--- src/rtl/bitstream_decoder.sv ---
// -----------------------------------------------------------------------------
// bitstream_decoder
//
// Reader end of the bitstream network. It turns per-lane stochastic (unipolar)
// bitstreams back into binary values. On a start request it counts the ones on
// every lane over a window of 2^WIDTH clock cycles. It then latches the
// saturated counts to value_out and pulses done for one cycle.
//
// Parameters:
//   LANES  number of independent bitstream lanes decoded in parallel
//   WIDTH  result width per lane; the window length is 2^WIDTH cycles
//
// Ports:
//   clk        system clock, all state on the rising edge
//   n_rst      asynchronous active-low reset (clears FSM, counters and results)
//   start      begin one decode window; only honoured while idle
//   bit_in     one bitstream bit per lane per cycle, lane i on bit i
//   busy       high while a window is being counted
//   done       one-cycle pulse when value_out has been updated
//   value_out  decoded results, lane i at [i*WIDTH +: WIDTH]
//
// Build option:
//   BITSTREAM_DECODER_BIPOLAR_EN  when defined, each lane result is the
//   two's-complement bipolar value count - 2^(WIDTH-1), clamped to
//   [-2^(WIDTH-1), 2^(WIDTH-1)-1]. When undefined, each lane result is the
//   unipolar value min(count, 2^WIDTH-1). Ports, timing and FSM are the same
//   in both builds.
// -----------------------------------------------------------------------------
module bitstream_decoder #(
  parameter int LANES = 8,
  parameter int WIDTH = 8
) (
  input  logic                     clk,
  input  logic                     n_rst,
  input  logic                     start,
  input  logic [LANES-1:0]         bit_in,
  output logic                     busy,
  output logic                     done,
  output logic [LANES*WIDTH-1:0]   value_out
);

  typedef enum logic {
    IDLE  = 1'b0,
    COUNT = 1'b1
  } state_t;

  state_t                      state;
  logic [WIDTH-1:0]            win_cnt;
  // One extra bit so an all-ones window reaches 2^WIDTH instead of wrapping.
  logic [LANES-1:0][WIDTH:0]   lane_cnt;
  logic [LANES-1:0][WIDTH:0]   lane_cnt_nxt;
  logic [LANES*WIDTH-1:0]      result_nxt;

`ifdef BITSTREAM_DECODER_BIPOLAR_EN
  localparam logic signed [WIDTH+1:0] BIP_OFFSET = (WIDTH+2)'(2**(WIDTH-1));
  localparam logic signed [WIDTH+1:0] BIP_MAX    = BIP_OFFSET - (WIDTH+2)'(1);
  localparam logic signed [WIDTH+1:0] BIP_MIN    = -BIP_OFFSET;

  // Bipolar: count minus half the window, clamped to the signed WIDTH range.
  function automatic logic [WIDTH-1:0] sat_result(input logic [WIDTH:0] cnt);
    logic signed [WIDTH+1:0] diff;
    diff = $signed({1'b0, cnt}) - BIP_OFFSET;
    if (diff > BIP_MAX)
      return BIP_MAX[WIDTH-1:0];
    else if (diff < BIP_MIN)
      return BIP_MIN[WIDTH-1:0];
    else
      return diff[WIDTH-1:0];
  endfunction
`else
  // Unipolar: a full window (2^WIDTH) clamps to all-ones.
  function automatic logic [WIDTH-1:0] sat_result(input logic [WIDTH:0] cnt);
    if (cnt[WIDTH])
      return '1;
    else
      return cnt[WIDTH-1:0];
  endfunction
`endif

  // Count including the bit sampled on this edge. The final edge of the
  // window latches this value, so the 2^WIDTH-th bit is part of the result.
  always_comb begin
    lane_cnt_nxt = '0;
    result_nxt   = '0;
    for (int i = 0; i < LANES; i++) begin
      lane_cnt_nxt[i] = lane_cnt[i] + {{WIDTH{1'b0}}, bit_in[i]};
      result_nxt[i*WIDTH +: WIDTH] = sat_result(lane_cnt_nxt[i]);
    end
  end

  always_ff @(posedge clk or negedge n_rst) begin
    if (!n_rst) begin
      state     <= IDLE;
      busy      <= 1'b0;
      done      <= 1'b0;
      value_out <= '0;
      lane_cnt  <= '0;
      win_cnt   <= '0;
    end else begin
      done <= 1'b0;
      case (state)
        IDLE: begin
          // bit_in is deliberately not sampled on the start edge.
          if (start) begin
            state    <= COUNT;
            busy     <= 1'b1;
            lane_cnt <= '0;
            win_cnt  <= '0;
          end
        end
        COUNT: begin
          lane_cnt <= lane_cnt_nxt;
          win_cnt  <= win_cnt + WIDTH'(1);
          // win_cnt at all-ones means this edge samples the last bit.
          if (win_cnt == '1) begin
            state     <= IDLE;
            busy      <= 1'b0;
            done      <= 1'b1;
            value_out <= result_nxt;
          end
        end
        default: state <= IDLE;
      endcase
    end
  end

endmodule

--- config.mk ---
export PLATFORM = sky130hd
export DESIGN_NAME = bitstream_decoder
export DESIGN_NICKNAME = d
export VERILOG_FILES = /design/src/rtl/bitstream_decoder.sv
export SDC_FILE = /design/constraint.sdc
export NUM_CORES = 1
export LEC_CHECK = 0
export ABC_CLOCK_PERIOD_IN_PS = 2600
export CAP_MARGIN = 15
export CORE_MARGIN = 2
export CORE_UTILIZATION = 35
export CTS_CLUSTER_DIAMETER = 30
export DETAILED_ROUTE_END_ITERATION = 8
export PLACE_DENSITY = 0.65
export SLEW_MARGIN = 0
export SYNTH_ARGS = -nofsm -noshare
export SYNTH_HDL_FRONTEND = slang
export SYNTH_SLANG_ARGS = --single-unit
--- constraint.sdc ---
create_clock -name clk -period 2.6 [get_ports clk]
set_input_delay 0.26 -clock clk [delete_from_list [all_inputs] [get_ports clk]]
set_output_delay 0.26 -clock clk [all_outputs]
set_load 0.1 [all_outputs]
* Yosys cells after proc, flatten, opt, wreduce, memory -nomap -nowiden
Cells that the tools add are included.
** Word-level totals
- Register bits after elaboration :: 147
- Output and inout bits :: 66
- Logic and storage cells :: 48
** Operators by class
- Equality and inequality tests :: 3
- $add $sub $neg :: 9
- Muxes and demuxes :: 20
- Bitwise operators :: 1
- Reduce and logical (&&, ||, !) cells :: 2
** Operators by type and width (number)
- one-hot mux 72 bit (2 select lines) :: 1
- adder 9 x 1 -> 9 bit :: 8
- two-way mux 72 bit :: 1
- two-way mux 8 bit :: 9
- one-hot mux 8 bit (2 select lines) :: 1
- adder 8 x 1 -> 8 bit (second input constant) :: 1
- equality test 8 bit (second input constant) :: 1
- two-way mux 1 bit :: 6
- one-hot mux 1 bit (2 select lines) :: 2
- AND reduction 2 bit :: 2
- != test 2 x 1 -> 1 bit (second input constant) :: 1
- != test 2 bit (second input constant) :: 1
- inverter 1 bit :: 1

* Longest topological paths before layout
- Depth in word-level cells :: 3
- Depth in mapped cells :: 8

* Worst setup path after synthesis
Ideal clock, no wire load.
- Path kind :: register to register
- From :: reg lane_cnt[0] (netlist bit)
- To :: reg value_out[0]
- Clock period less this slack :: 1661 ps
- Buffers on the path :: 0
- Arrival :: 1540 ps
- Setup slack :: 939 ps
- Cell stages (with the launch flop) :: 7
- Required time :: 2479 ps
- Cells stage by stage :: dfrtp_1 -> ha_1 -> ha_1 -> nand3_1 -> o21a_1 -> or3_4 -> o22a_1
** Between the ends
- Longest elaborated chain between the ends :: 2
** Ends and longest elaborated chain
- from (decl) :: RTL line 50 : logic [LANES-1:0][WIDTH:0] lane_cnt;
- from (signal assigned) :: RTL line 112 : lane_cnt <= lane_cnt_nxt;
- adder 9 x 1 -> 9 bit :: RTL line 86 : lane_cnt_nxt[i] = lane_cnt[i] + {{WIDTH{1'b0}}, bit_in[i]};
- two-way mux 8 bit :: RTL line 73 : if (cnt[WIDTH])
- to (signal assigned) :: RTL line 119 : value_out <= result_nxt;
- to (decl) :: RTL line 39 : output logic [LANES*WIDTH-1:0] value_out
Every way passes these cells.
A chain may end at the register's enable or synchronous reset.

* Final worst setup path
- From :: reg win_cnt[0]
- To :: reg value_out[16]
** Between the ends
- Longest elaborated chain between the ends :: 2
** Ends and longest elaborated chain
- from (decl) :: RTL line 48 : logic [WIDTH-1:0] win_cnt;
- from (signal assigned) :: RTL line 113 : win_cnt <= win_cnt + WIDTH'(1);
- equality test 8 bit :: RTL line 115 : if (win_cnt == '1) begin
- AND reduction 2 bit (no source line)
Every way passes these cells.

==> impl_metrics.ini <==
[cells_and_area]
area_growth_syn_to_layout_pct = 22.46
utilization_pct = 43.51
final_cell_area_um2 = 8747
fin_nets = 832
fin_cells = 1081
drive_gt1_share_pct = 16.28
diodes = 0

[power]
combinationalPowerShare_pct = 45.9
switching_power_w = 0.005931
pwr-share-clk_pct = 21.8
peakVddDrop_mv = 0.9663
seqPwrFrac_pct = 32.3
power_density_nw_per_um2 = 1390
p_int_w = 0.006230
switching_share_pct = 48.77
power.leakage_nw = 4.039

[logic_synthesis]
synth.distinct_cells = 29
synth_top_area_cell = dfrtp_1
syn_inst = 720
post-synth-top-area-fraction_pct = 51.50
yosys_warnings = 0
synth_area_leaders = dfrtp_1, a21oi_1, mux2i_1
synth_nets = 754
syn_area_um2 = 7143
yosysSeqAreaShare_pct = 51.50
ys_seq_elements = 147
avgSynthCellArea_um2 = 9.921

[die]
fp.dieW_um = 146.9
ios = 77
core_um2 = 20100
die_area_um2 = 21570
start_util_pct = 35.53
rows = 52
die_h_um = 146.9

[timing]
final-max-slew-violation-count = 0
tightestPinTransition_ps = 835.5
setup_tns_ps = 0
layout_setup_ws_ps = 506.4
period_share_pct = 80.52
rsz0062_at_grt = no
period_needed_ps = 2094
timing_hold_violations_final = 0
slew_headroom_pct = 44.30
finClkSkew_ps = 11.76
fmax_ghz = 0.4776
setup_viol = 0

[critical_path]
crit_path_end_kind = flip-flop
crit_path_start_kind = flip-flop
arrival_ps = 2380
path_max_fanout = 8
required_ps = 2880
crit_type = flip-flop to flip-flop

[clock_network]
clkLatencyLatePin_ps = 420
cts_buffer_depth = 2
htreeDepth = 4
cts_root_buffer = clkbuf_16
path_clk_slew_ps = 60
cts.sinks = 147
cts_buffers = 17
cts_tree = done

[detailed_routing]
vias_per_cell = 4.933
drc = 0
wl_per_cell_um = 14.36
dr.pass1.iters = 4
drt_iter0_markers = 223
ant_nets = 0
dr_total_vias = 5333
wirelength_um = 15530

[grt]
antenna_found_initial = 0
grt_max_degree = 74
grt_use_total_pct = 15.25
grt_overflow_total = 0
grt_pass1_vias = 5337
grt_pass1_wl_um = 26680

[placement]
preCtsSetupSlack_ps = 279.3
dp_hpwl_um = 10120
dp.cells = 1048
dpl-instance-area_um2 = 8100
portBuffers = 76
gp_congestion = 0.7379

[job]
maxCapViolCount = 0

[run_status]
outcome = finished, final reports clean

[hold_path]
hold_class = primary input to async pin
-- worst max-delay path, cell delays in order, from the launching register on --
cell and delay [ps]:
dfrtp_1 390, ha_1 240, and4_1 200, nand2_1 230
buf_4 270, nor3_2 480, a21oi_1 150
-- power groups by stage --
stage                     clock network (W)  logic (W)  registers [W]
after floorplan                           0    0.00158        0.00673
after global placement                    0    0.00556        0.00395
after detailed placement                  0    0.00563        0.00395
after CTS                           0.00273    0.00564        0.00393
after global routing                0.00284    0.00596        0.00407
final                               0.00265    0.00558        0.00393
-- stage by stage --
| stage | total power [W] | hold WS (ps) |
|---|---|---|
| after floorplan | 0.008306 | -35.59 |
| after global placement | 0.009511 | 254.1 |
| after detailed placement | 0.009579 | 256.4 |
| after CTS | 0.01230 | 377.8 |
| after global routing | 0.01287 | 412.8 |
| final | 0.01216 | 351.9 |
-- cells in the final DEF (no fill, tap or decap), drive strengths merged, types with 6 or more instances in the layout --
master         Yosys  routed
o21ai             49      49
nor3              16      16
nor2              83      83
xor2              15      15
a31o               6       6
inv               21      25
and3              18      18
nand2             35      35
mux2i             32      32
xnor2             33      33
a21oi             74      74
a22o               8       8
ha                23      23
o22a               6       6
nor2b              9       9
nand2b            40      40
nand4             16      16
clkbuf            23      18
buf               11      83
nand3             30      30
dfrtp            147     147
o21a              16      16
clkdlybuf4s50      0       9
-- final timing paths --
path / start / to / slack (ps) / depth (start not counted)
worst max-delay path: win_cnt[0] / value_out[16] / 510 / 6
min in group clk: win_cnt[7] / win_cnt[7] / 490 / 1
worst min-delay path: n_rst / value_out[45] / 350 / 2
worst max register to register: win_cnt[0] / value_out[16] / 510 / 6
worst min register to register: win_cnt[7] / win_cnt[7] / 490 / 1
max in group asynchronous: n_rst / lane_cnt[48] / 1530 / 3
-- Yosys cell counts (all sizes together) --
cell type and number:
xor2 15, o22a 6, nor2b 9, xnor2 33
clkbuf 23, mux2i 32, dfrtp 147, nand3 30
inv 21, o31ai 3, buf 11, o211ai 2
o21ai 49, nor3 16, nand4 16, nor2 83
ha 23, and4 2, nand2b 40, a22o 8
nand2 35, a31o 6, o21a 16, or3 2
a21oi 74, and3 18
-- flip-flops by register name, indices dropped and copies added (netlist names) --
register,count
busy,1
lane_cnt,72
state,1
win_cnt,8
value_out,64
done,1
-- logic make-up after synthesis --
kind of cell | after synthesis | synth area share, %
AOI/OAI and AO/OA | 164 | 13.28
muxes | 32 | 4.484
xor gates and xnor gates | 48 | 5.886
and+or+nand+nor | 251 | 17.67
adders and majority gates | 23 | 4.029
DFF | 147 | 51.50
buffers and inverters | 55 | 3.153
-- layout make-up --
| cell class | count | area (µm²) |
|---|---|---|
| inverter | 21 | 78.83 |
| clock inverter | 14 | 197.7 |
| tap | 270 | 337.8 |
| sequential | 147 | 3682 |
| timing repair buffer | 93 | 764.5 |
| multi-input combinational | 518 | 3247 |
| fill | 1913 | 11360 |
| clock buffer | 18 | 439.2 |
-- timing repair --
action	in CTS	in global routing
hold buffers	1	0
resized for setup	0	0
endpoints found under the hold margin	49	0
buffers inserted	0	0
-- per-layer routing --
metal / global-route usage [%] / vias up / part of all wire [%]
met5: 0 / - / 0
met2: 25.31 / 74 / 48
li1: - / 2649 / -
met3: 3.975 / 13 / 3.7
met4: 4.272 / 0 / 0.91
met1: 19.82 / 2597 / 47
Note: power is estimated with default switching activity, not from simulation.
